## src/rtl/sha256_compress.sv

```systemverilog
`default_nettype none
// ============================================================================
//  Module   : sha256_compress
//  Purpose  : SHA-256 compression engine, one round per cycle. Takes one
//             512-bit block and a 256-bit chaining state per start pulse.
//             On final blocks it applies MD padding from a running byte
//             counter and runs a second pass when the padding overflows.
//  Revision : 1.0  initial release
// ============================================================================
module sha256_compress #(
    parameter int CNT_WIDTH = 32
) (
    input  logic         clk,
    input  logic         rstn,
    input  logic         sha256_start,
    input  logic         sha256_1st,
    input  logic         sha256_final,
    input  logic [255:0] sha256_state,
    input  logic [511:0] sha256_data,
    input  logic [6:0]   sha256_len,
    output logic         sha256_done,
    output logic [255:0] sha256_dout,
    output logic         busy
);

    typedef enum logic [1:0] {
        IDLE  = 2'd0,
        ROUND = 2'd1,
        ADD   = 2'd2
    } state_t;

    localparam logic [31:0] K [64] = '{
        32'h428a2f98, 32'h71374491, 32'hb5c0fbcf, 32'he9b5dba5, 32'h3956c25b, 32'h59f111f1, 32'h923f82a4, 32'hab1c5ed5,
        32'hd807aa98, 32'h12835b01, 32'h243185be, 32'h550c7dc3, 32'h72be5d74, 32'h80deb1fe, 32'h9bdc06a7, 32'hc19bf174,
        32'he49b69c1, 32'hefbe4786, 32'h0fc19dc6, 32'h240ca1cc, 32'h2de92c6f, 32'h4a7484aa, 32'h5cb0a9dc, 32'h76f988da,
        32'h983e5152, 32'ha831c66d, 32'hb00327c8, 32'hbf597fc7, 32'hc6e00bf3, 32'hd5a79147, 32'h06ca6351, 32'h14292967,
        32'h27b70a85, 32'h2e1b2138, 32'h4d2c6dfc, 32'h53380d13, 32'h650a7354, 32'h766a0abb, 32'h81c2c92e, 32'h92722c85,
        32'ha2bfe8a1, 32'ha81a664b, 32'hc24b8b70, 32'hc76c51a3, 32'hd192e819, 32'hd6990624, 32'hf40e3585, 32'h106aa070,
        32'h19a4c116, 32'h1e376c08, 32'h2748774c, 32'h34b0bcb5, 32'h391c0cb3, 32'h4ed8aa4a, 32'h5b9cca4f, 32'h682e6ff3,
        32'h748f82ee, 32'h78a5636f, 32'h84c87814, 32'h8cc70208, 32'h90befffa, 32'ha4506ceb, 32'hbef9a3f7, 32'hc67178f2
    };

    function automatic logic [31:0] rotr(input logic [31:0] x, input int n);
        return (x >> n) | (x << (32 - n));
    endfunction

    function automatic logic [31:0] bsig0(input logic [31:0] x);
        return rotr(x, 2) ^ rotr(x, 13) ^ rotr(x, 22);
    endfunction

    function automatic logic [31:0] bsig1(input logic [31:0] x);
        return rotr(x, 6) ^ rotr(x, 11) ^ rotr(x, 25);
    endfunction

    function automatic logic [31:0] ssig0(input logic [31:0] x);
        return rotr(x, 7) ^ rotr(x, 18) ^ (x >> 3);
    endfunction

    function automatic logic [31:0] ssig1(input logic [31:0] x);
        return rotr(x, 17) ^ rotr(x, 19) ^ (x >> 10);
    endfunction

    // Registered state (index 0 of wv is working variable a, 7 is h)
    state_t                 state_q, state_d;
    logic [5:0]             round_q, round_d;
    logic [31:0]            h_in_q [8];
    logic [31:0]            h_in_d [8];
    logic [31:0]            wv_q   [8];
    logic [31:0]            wv_d   [8];
    logic [31:0]            w_q    [16];
    logic [31:0]            w_d    [16];
    logic [511:0]           blk2_q, blk2_d;
    logic                   pass2_q, pass2_d;
    logic [CNT_WIDTH-1:0]   cnt_q, cnt_d;
    logic                   done_q, done_d;
    logic [255:0]           dout_q, dout_d;

    // Padding datapath
    logic [6:0]             len_eff;
    logic [CNT_WIDTH-1:0]   cnt_new;
    logic [63:0]            bit_len;
    logic [511:0]           blk1;
    logic [511:0]           blk2;
    logic                   need2;

    // Round datapath
    logic [31:0]            t1;
    logic [31:0]            t2;
    logic [31:0]            w_new;
    logic [31:0]            sum [8];

    // Build the padded first block and, if the length field does not fit, the second block
    always_comb begin
        len_eff = (sha256_len > 7'd64) ? 7'd64 : sha256_len;
        cnt_new = (sha256_1st ? '0 : cnt_q)
                + (sha256_final ? CNT_WIDTH'(len_eff) : CNT_WIDTH'(64));
        bit_len = 64'(cnt_new) << 3;
        blk1    = sha256_data;
        blk2    = '0;
        need2   = 1'b0;
        if (sha256_final) begin
            for (int b = 0; b < 64; b++) begin
                if (7'(b) > len_eff) begin
                    blk1[511 - 8*b -: 8] = 8'h00;
                end else if (7'(b) == len_eff) begin
                    blk1[511 - 8*b -: 8] = 8'h80;
                end
            end
            if (len_eff <= 7'd55) begin
                blk1[63:0] = bit_len;
            end else begin
                need2       = 1'b1;
                blk2[63:0]  = bit_len;
                if (len_eff == 7'd64) begin
                    blk2[511:504] = 8'h80;
                end
            end
        end
    end

    // One SHA-256 round, next schedule word and the final feed-forward sums
    always_comb begin
        t1 = wv_q[7] + bsig1(wv_q[4]) + ((wv_q[4] & wv_q[5]) ^ (~wv_q[4] & wv_q[6]))
           + K[round_q] + w_q[0];
        t2 = bsig0(wv_q[0]) + ((wv_q[0] & wv_q[1]) ^ (wv_q[0] & wv_q[2]) ^ (wv_q[1] & wv_q[2]));
        w_new = ssig1(w_q[14]) + w_q[9] + ssig0(w_q[1]) + w_q[0];
        for (int i = 0; i < 8; i++) begin
            sum[i] = h_in_q[i] + wv_q[i];
        end
    end

    // Next-state logic for the control FSM and all datapath registers
    always_comb begin
        state_d = state_q;
        round_d = round_q;
        h_in_d  = h_in_q;
        wv_d    = wv_q;
        w_d     = w_q;
        blk2_d  = blk2_q;
        pass2_d = pass2_q;
        cnt_d   = cnt_q;
        done_d  = 1'b0;
        dout_d  = dout_q;
        case (state_q)
            IDLE: begin
                if (sha256_start) begin
                    cnt_d   = cnt_new;
                    blk2_d  = blk2;
                    pass2_d = need2;
                    round_d = '0;
                    for (int i = 0; i < 8; i++) begin
                        h_in_d[i] = sha256_state[255 - 32*i -: 32];
                        wv_d[i]   = sha256_state[255 - 32*i -: 32];
                    end
                    for (int i = 0; i < 16; i++) begin
                        w_d[i] = blk1[511 - 32*i -: 32];
                    end
                    state_d = ROUND;
                end
            end
            ROUND: begin
                wv_d[7] = wv_q[6];
                wv_d[6] = wv_q[5];
                wv_d[5] = wv_q[4];
                wv_d[4] = wv_q[3] + t1;
                wv_d[3] = wv_q[2];
                wv_d[2] = wv_q[1];
                wv_d[1] = wv_q[0];
                wv_d[0] = t1 + t2;
                for (int i = 0; i < 15; i++) begin
                    w_d[i] = w_q[i + 1];
                end
                w_d[15] = w_new;
                round_d = round_q + 6'd1;
                if (round_q == 6'd63) begin
                    state_d = ADD;
                end
            end
            ADD: begin
                if (pass2_q) begin
                    // Second pass chains from the first-pass sum
                    pass2_d = 1'b0;
                    round_d = '0;
                    for (int i = 0; i < 8; i++) begin
                        h_in_d[i] = sum[i];
                        wv_d[i]   = sum[i];
                    end
                    for (int i = 0; i < 16; i++) begin
                        w_d[i] = blk2_q[511 - 32*i -: 32];
                    end
                    state_d = ROUND;
                end else begin
                    done_d  = 1'b1;
                    dout_d  = {sum[0], sum[1], sum[2], sum[3], sum[4], sum[5], sum[6], sum[7]};
                    state_d = IDLE;
                end
            end
            default: begin
                state_d = IDLE;
            end
        endcase
    end

    // Register update with synchronous active-low reset
    always_ff @(posedge clk) begin
        if (!rstn) begin
            state_q <= IDLE;
            round_q <= '0;
            for (int i = 0; i < 8; i++) begin
                h_in_q[i] <= '0;
                wv_q[i]   <= '0;
            end
            for (int i = 0; i < 16; i++) begin
                w_q[i] <= '0;
            end
            blk2_q  <= '0;
            pass2_q <= 1'b0;
            cnt_q   <= '0;
            done_q  <= 1'b0;
            dout_q  <= '0;
        end else begin
            state_q <= state_d;
            round_q <= round_d;
            h_in_q  <= h_in_d;
            wv_q    <= wv_d;
            w_q     <= w_d;
            blk2_q  <= blk2_d;
            pass2_q <= pass2_d;
            cnt_q   <= cnt_d;
            done_q  <= done_d;
            dout_q  <= dout_d;
        end
    end

    assign sha256_done = done_q;
    assign sha256_dout = dout_q;
    assign busy        = (state_q != IDLE);

endmodule
`default_nettype wire

```

## config.mk

```make
export PLATFORM = sky130hd
export DESIGN_NAME = sha256_compress
export DESIGN_NICKNAME = d
export VERILOG_FILES = /design/src/rtl/sha256_compress.sv
export SDC_FILE = /design/constraint.sdc
export NUM_CORES = 2
export LEC_CHECK = 0
export ABC_CLOCK_PERIOD_IN_PS = 9200
export CAP_MARGIN = 20
export CELL_PAD_IN_SITES_DETAIL_PLACEMENT = 1
export CELL_PAD_IN_SITES_GLOBAL_PLACEMENT = 1
export CORE_MARGIN = 2
export CORE_UTILIZATION = 25
export DETAILED_ROUTE_END_ITERATION = 8
export GPL_TIMING_DRIVEN = 0
export PLACE_DENSITY_LB_ADDON = 0.15
export SLEW_MARGIN = 20
export SYNTH_ARGS = -nofsm -noshare
export SYNTH_HDL_FRONTEND = slang
export SYNTH_SLANG_ARGS = --single-unit
```

## constraint.sdc

```tcl
create_clock -name clk -period 9.2 [get_ports clk]
set_input_delay 0.92 -clock clk [delete_from_list [all_inputs] [get_ports clk]]
set_output_delay 0.92 -clock clk [all_outputs]
set_load 0.005 [all_outputs]
```

==> impl_metrics.toml <==
[final_layout]
fill_cells = 41200
multi_input_area_mm2 = 0.0550
final_cells = 17400
area_growth_pct = 29.9
drive_gt1_share_pct = 6.52
final_net_count = 14000
regArea_mm2 = 0.0271

[timing]
slew_viol_final = 0
finalClockSkew_ns = 0.0788
hold_viol = 0
min_period_over_period_pct = 99.6
worst_pin_slew_ns = 1.39
max_slew_margin_pct = 7.49
max_freq_mhz = 109
finalWorstSetupSlack_ns = 0.0411
min_period_ns = 9.16
setup_viol = 0

[setup_path]
cp_slowest_cell = "clkbuf_1"
endpoint_kind = "register"
cp_top_family = "compound AO/OA/AOI/OAI gates"
crit_required_ns = 10.09
start_kind = "register"
path_buf_inv = 6
crit_type = "register to register"
critPathArrivalTime_ns = 10.05
critPathMaxFanout = 10
slowest_delay_ns = 0.63
crit_top_cell = "a21oi_1"

[detailed_routing]
first_pass_iters = 8
postRouteAntennaNets = 0
wl_per_cell_um = 41.2
drc = 0
drt_wl_total_um = 716000
vias_per_cell = 6.04
drtIter0Drc = 14100
vias = 105000

[logic_synthesis]
syn_area_per_cell_um2 = 7.73
synth_top_flop_cell = "dfxtp_1"
syn-cell-area_mm2 = 0.0869
synth_cell_types = 96
synth_seq_cells = 1355
synth-edff-count = 0
syn_nets = 12600
async_flop_share_pct = 0
yosysSeqAreaShare_pct = 31.2
synth_cells = 11200
yosysWarnings = 0

[placed_design]
dp.cells = 17000
preCtsSetupSlack_ns = -3.05
place_hpwl_um = 589000
gp_congestion = 1.05
port_buffers = 1035

[clock_tree]
ctsHoldBuffers = 0
numCtsBuffers = 181
cts.clk_slew.worst_paths_ns = 0.06
clock-root-buffer = "clkbuf_16"
clock_latency_ns = 0.98
clock-sinks = 1355
clock_path_buffers = 4
cts_htree_levels = 4
cts_tree = "yes"

[global_route]
grt_pass1_vias = 101000
antenna_found_initial = 145
grt_usage_pct = 38.9
grt_pass1_wl_um = 936000
grt_overflow = 0
grt_max_degree = 14

[floorplan]
fp-row-count = 216
pin_count = 1038
die_w_um = 594
core-area_mm2 = 0.346
die_height_um = 594
die-area_mm2 = 0.352
initial_core_util_pct = 25.1

[flow_run]
cap_violations = 0

[run_status]
status = "completed"

[hold_path]
hold_path.class = "register to register"
[final cells by class]
cell class	instances	area share [%]
repair buffers	1158	11.5
well taps	4578	5.07
diodes	88	0.195
flip-flops and latches	1355	24.0
inverters	504	1.69
multi-input cells	8475	48.7
clock buffers	255	4.61
clock inverters	66	0.894
plain buffers	908	3.35
[cells by family (layout without fill, tap and decap cells)]
family          Yosys count  after routing  share of synthesized area (%)
other cells               0             88                              0
fa+ha+maj               609            609                           10.4
buf+inv                1413           2891                           6.10
compound gates         3779           3779                           28.1
xor+xnor                606            606                           6.14
mux                      83             83                           1.10
simple gates           3398           3398                           16.9
flops                  1355           1355                           31.2
[metrics by stage]
stage / util [%] / instance area [um2] / hold WS (ns) / TNS, ns
floorplan: - / 86900 / 0.425 / 0
global placement: 29.8 / 103000 / 0.442 / -89.10
detailed placement: 30.6 / 106000 / 0.445 / -75.42
CTS: 32.5 / 112000 / 0.453 / 0
global route: 32.6 / 113000 / 0.474 / -0.00547
finish: 32.6 / 113000 / 0.453 / 0
[synthesized netlist by cell type, types with 38 or more instances]
| cell | number | area [um2] |
|---|---|---|
| dfxtp_1 | 1355 | 27100 |
| a21oi_1 | 1324 | 6630 |
| nand2_1 | 1199 | 4500 |
| nor2_1 | 1131 | 4250 |
| clkbuf_1 | 834 | 3130 |
| o21ai_0 | 708 | 3540 |
| a221oi_1 | 560 | 4900 |
| nor3_1 | 530 | 2650 |
| inv_1 | 500 | 1880 |
| xnor2_1 | 415 | 3630 |
| ha_1 | 410 | 5130 |
| a21o_1 | 214 | 1610 |
| a211oi_1 | 198 | 1490 |
| fa_1 | 196 | 3920 |
| xor2_1 | 189 | 1660 |
| o211ai_1 | 133 | 998 |
| nand3_1 | 125 | 626 |
| a31oi_1 | 84 | 526 |
| nand2b_1 | 75 | 469 |
| buf_1 | 74 | 278 |
| nor2b_1 | 68 | 425 |
| a311oi_1 | 66 | 578 |
| a22oi_1 | 63 | 473 |
| o21a_1 | 61 | 458 |
| a221o_1 | 51 | 510 |
| or3_1 | 48 | 300 |
| and3_1 | 45 | 282 |
| mux2i_1 | 45 | 450 |
| and2_1 | 42 | 263 |
| a2111oi_0 | 38 | 333 |
| o21bai_1 | 38 | 285 |
[worst paths after layout]
path / from / end / slack [ns] / depth (start not counted)
worst max register to register: round_q[3] / wv_q[253] / 0.04 / 36
worst min-delay path: cnt_q[3] / cnt_q[3] / 0.45 / 2
worst min register to register: cnt_q[3] / cnt_q[3] / 0.45 / 2
worst max-delay path: round_q[3] / wv_q[253] / 0.04 / 36
[worst reg2reg max path: cells and delay by family, from the launching register on]
kind / cells / cell delay, ns
and+or+nand+nor: 6 / 0.92
adders and majority gates: 4 / 1.67
DFF: 1 / 0.34
buffers and inverters: 6 / 1.42
AOI/OAI and AO/OA: 19 / 4.54
xor gates and xnor gates: 1 / 0.19
[registers in the layout, indices dropped and copies added (netlist names)]
| name | flops |
|---|---|
| pass2_q | 1 |
| sha256_dout | 256 |
| blk2_q | 33 |
| wv_q | 256 |
| state_q | 2 |
| round_q | 6 |
| cnt_q | 32 |
| h_in_q | 256 |
| sha256_done | 1 |
| w_q | 512 |
[what timing repair did]
action | CTS | global route
setup buffers | 9 | 5
hold endpoints to repair | 0 | 0
endpoints found under the setup margin | 48 | 16
pin swaps | 6 | 9
gates resized for setup | 99 | 72
[layout by cell type (no fill, tap or decap), types with 181 or more instances in the layout]
cell type	instances
xnor2_1	404
o21ai_0	690
inv_1	495
clkbuf_2	189
a221oi_1	559
xor2_1	181
dfxtp_1	1354
a21o_1	214
ha_1	404
clkbuf_1	670
a21oi_1	1314
a211oi_1	195
nor3_1	523
nand2_1	1197
clkbuf_16	183
fa_1	195
nor2_1	1124
clkdlybuf4s50_1	1035
[routing by layer]
metal,track usage (%),vias to the layer above,share of wire [%]
met5,0,-,0.049
met4,21.7,42,6.4
met3,11.4,1421,11
met2,55.1,6692,40
met1,52.2,53700,42
li1,-,43100,-
Power is not shown: default switching activity piles up to over one toggle a cycle in this logic, so the estimate is an artifact.
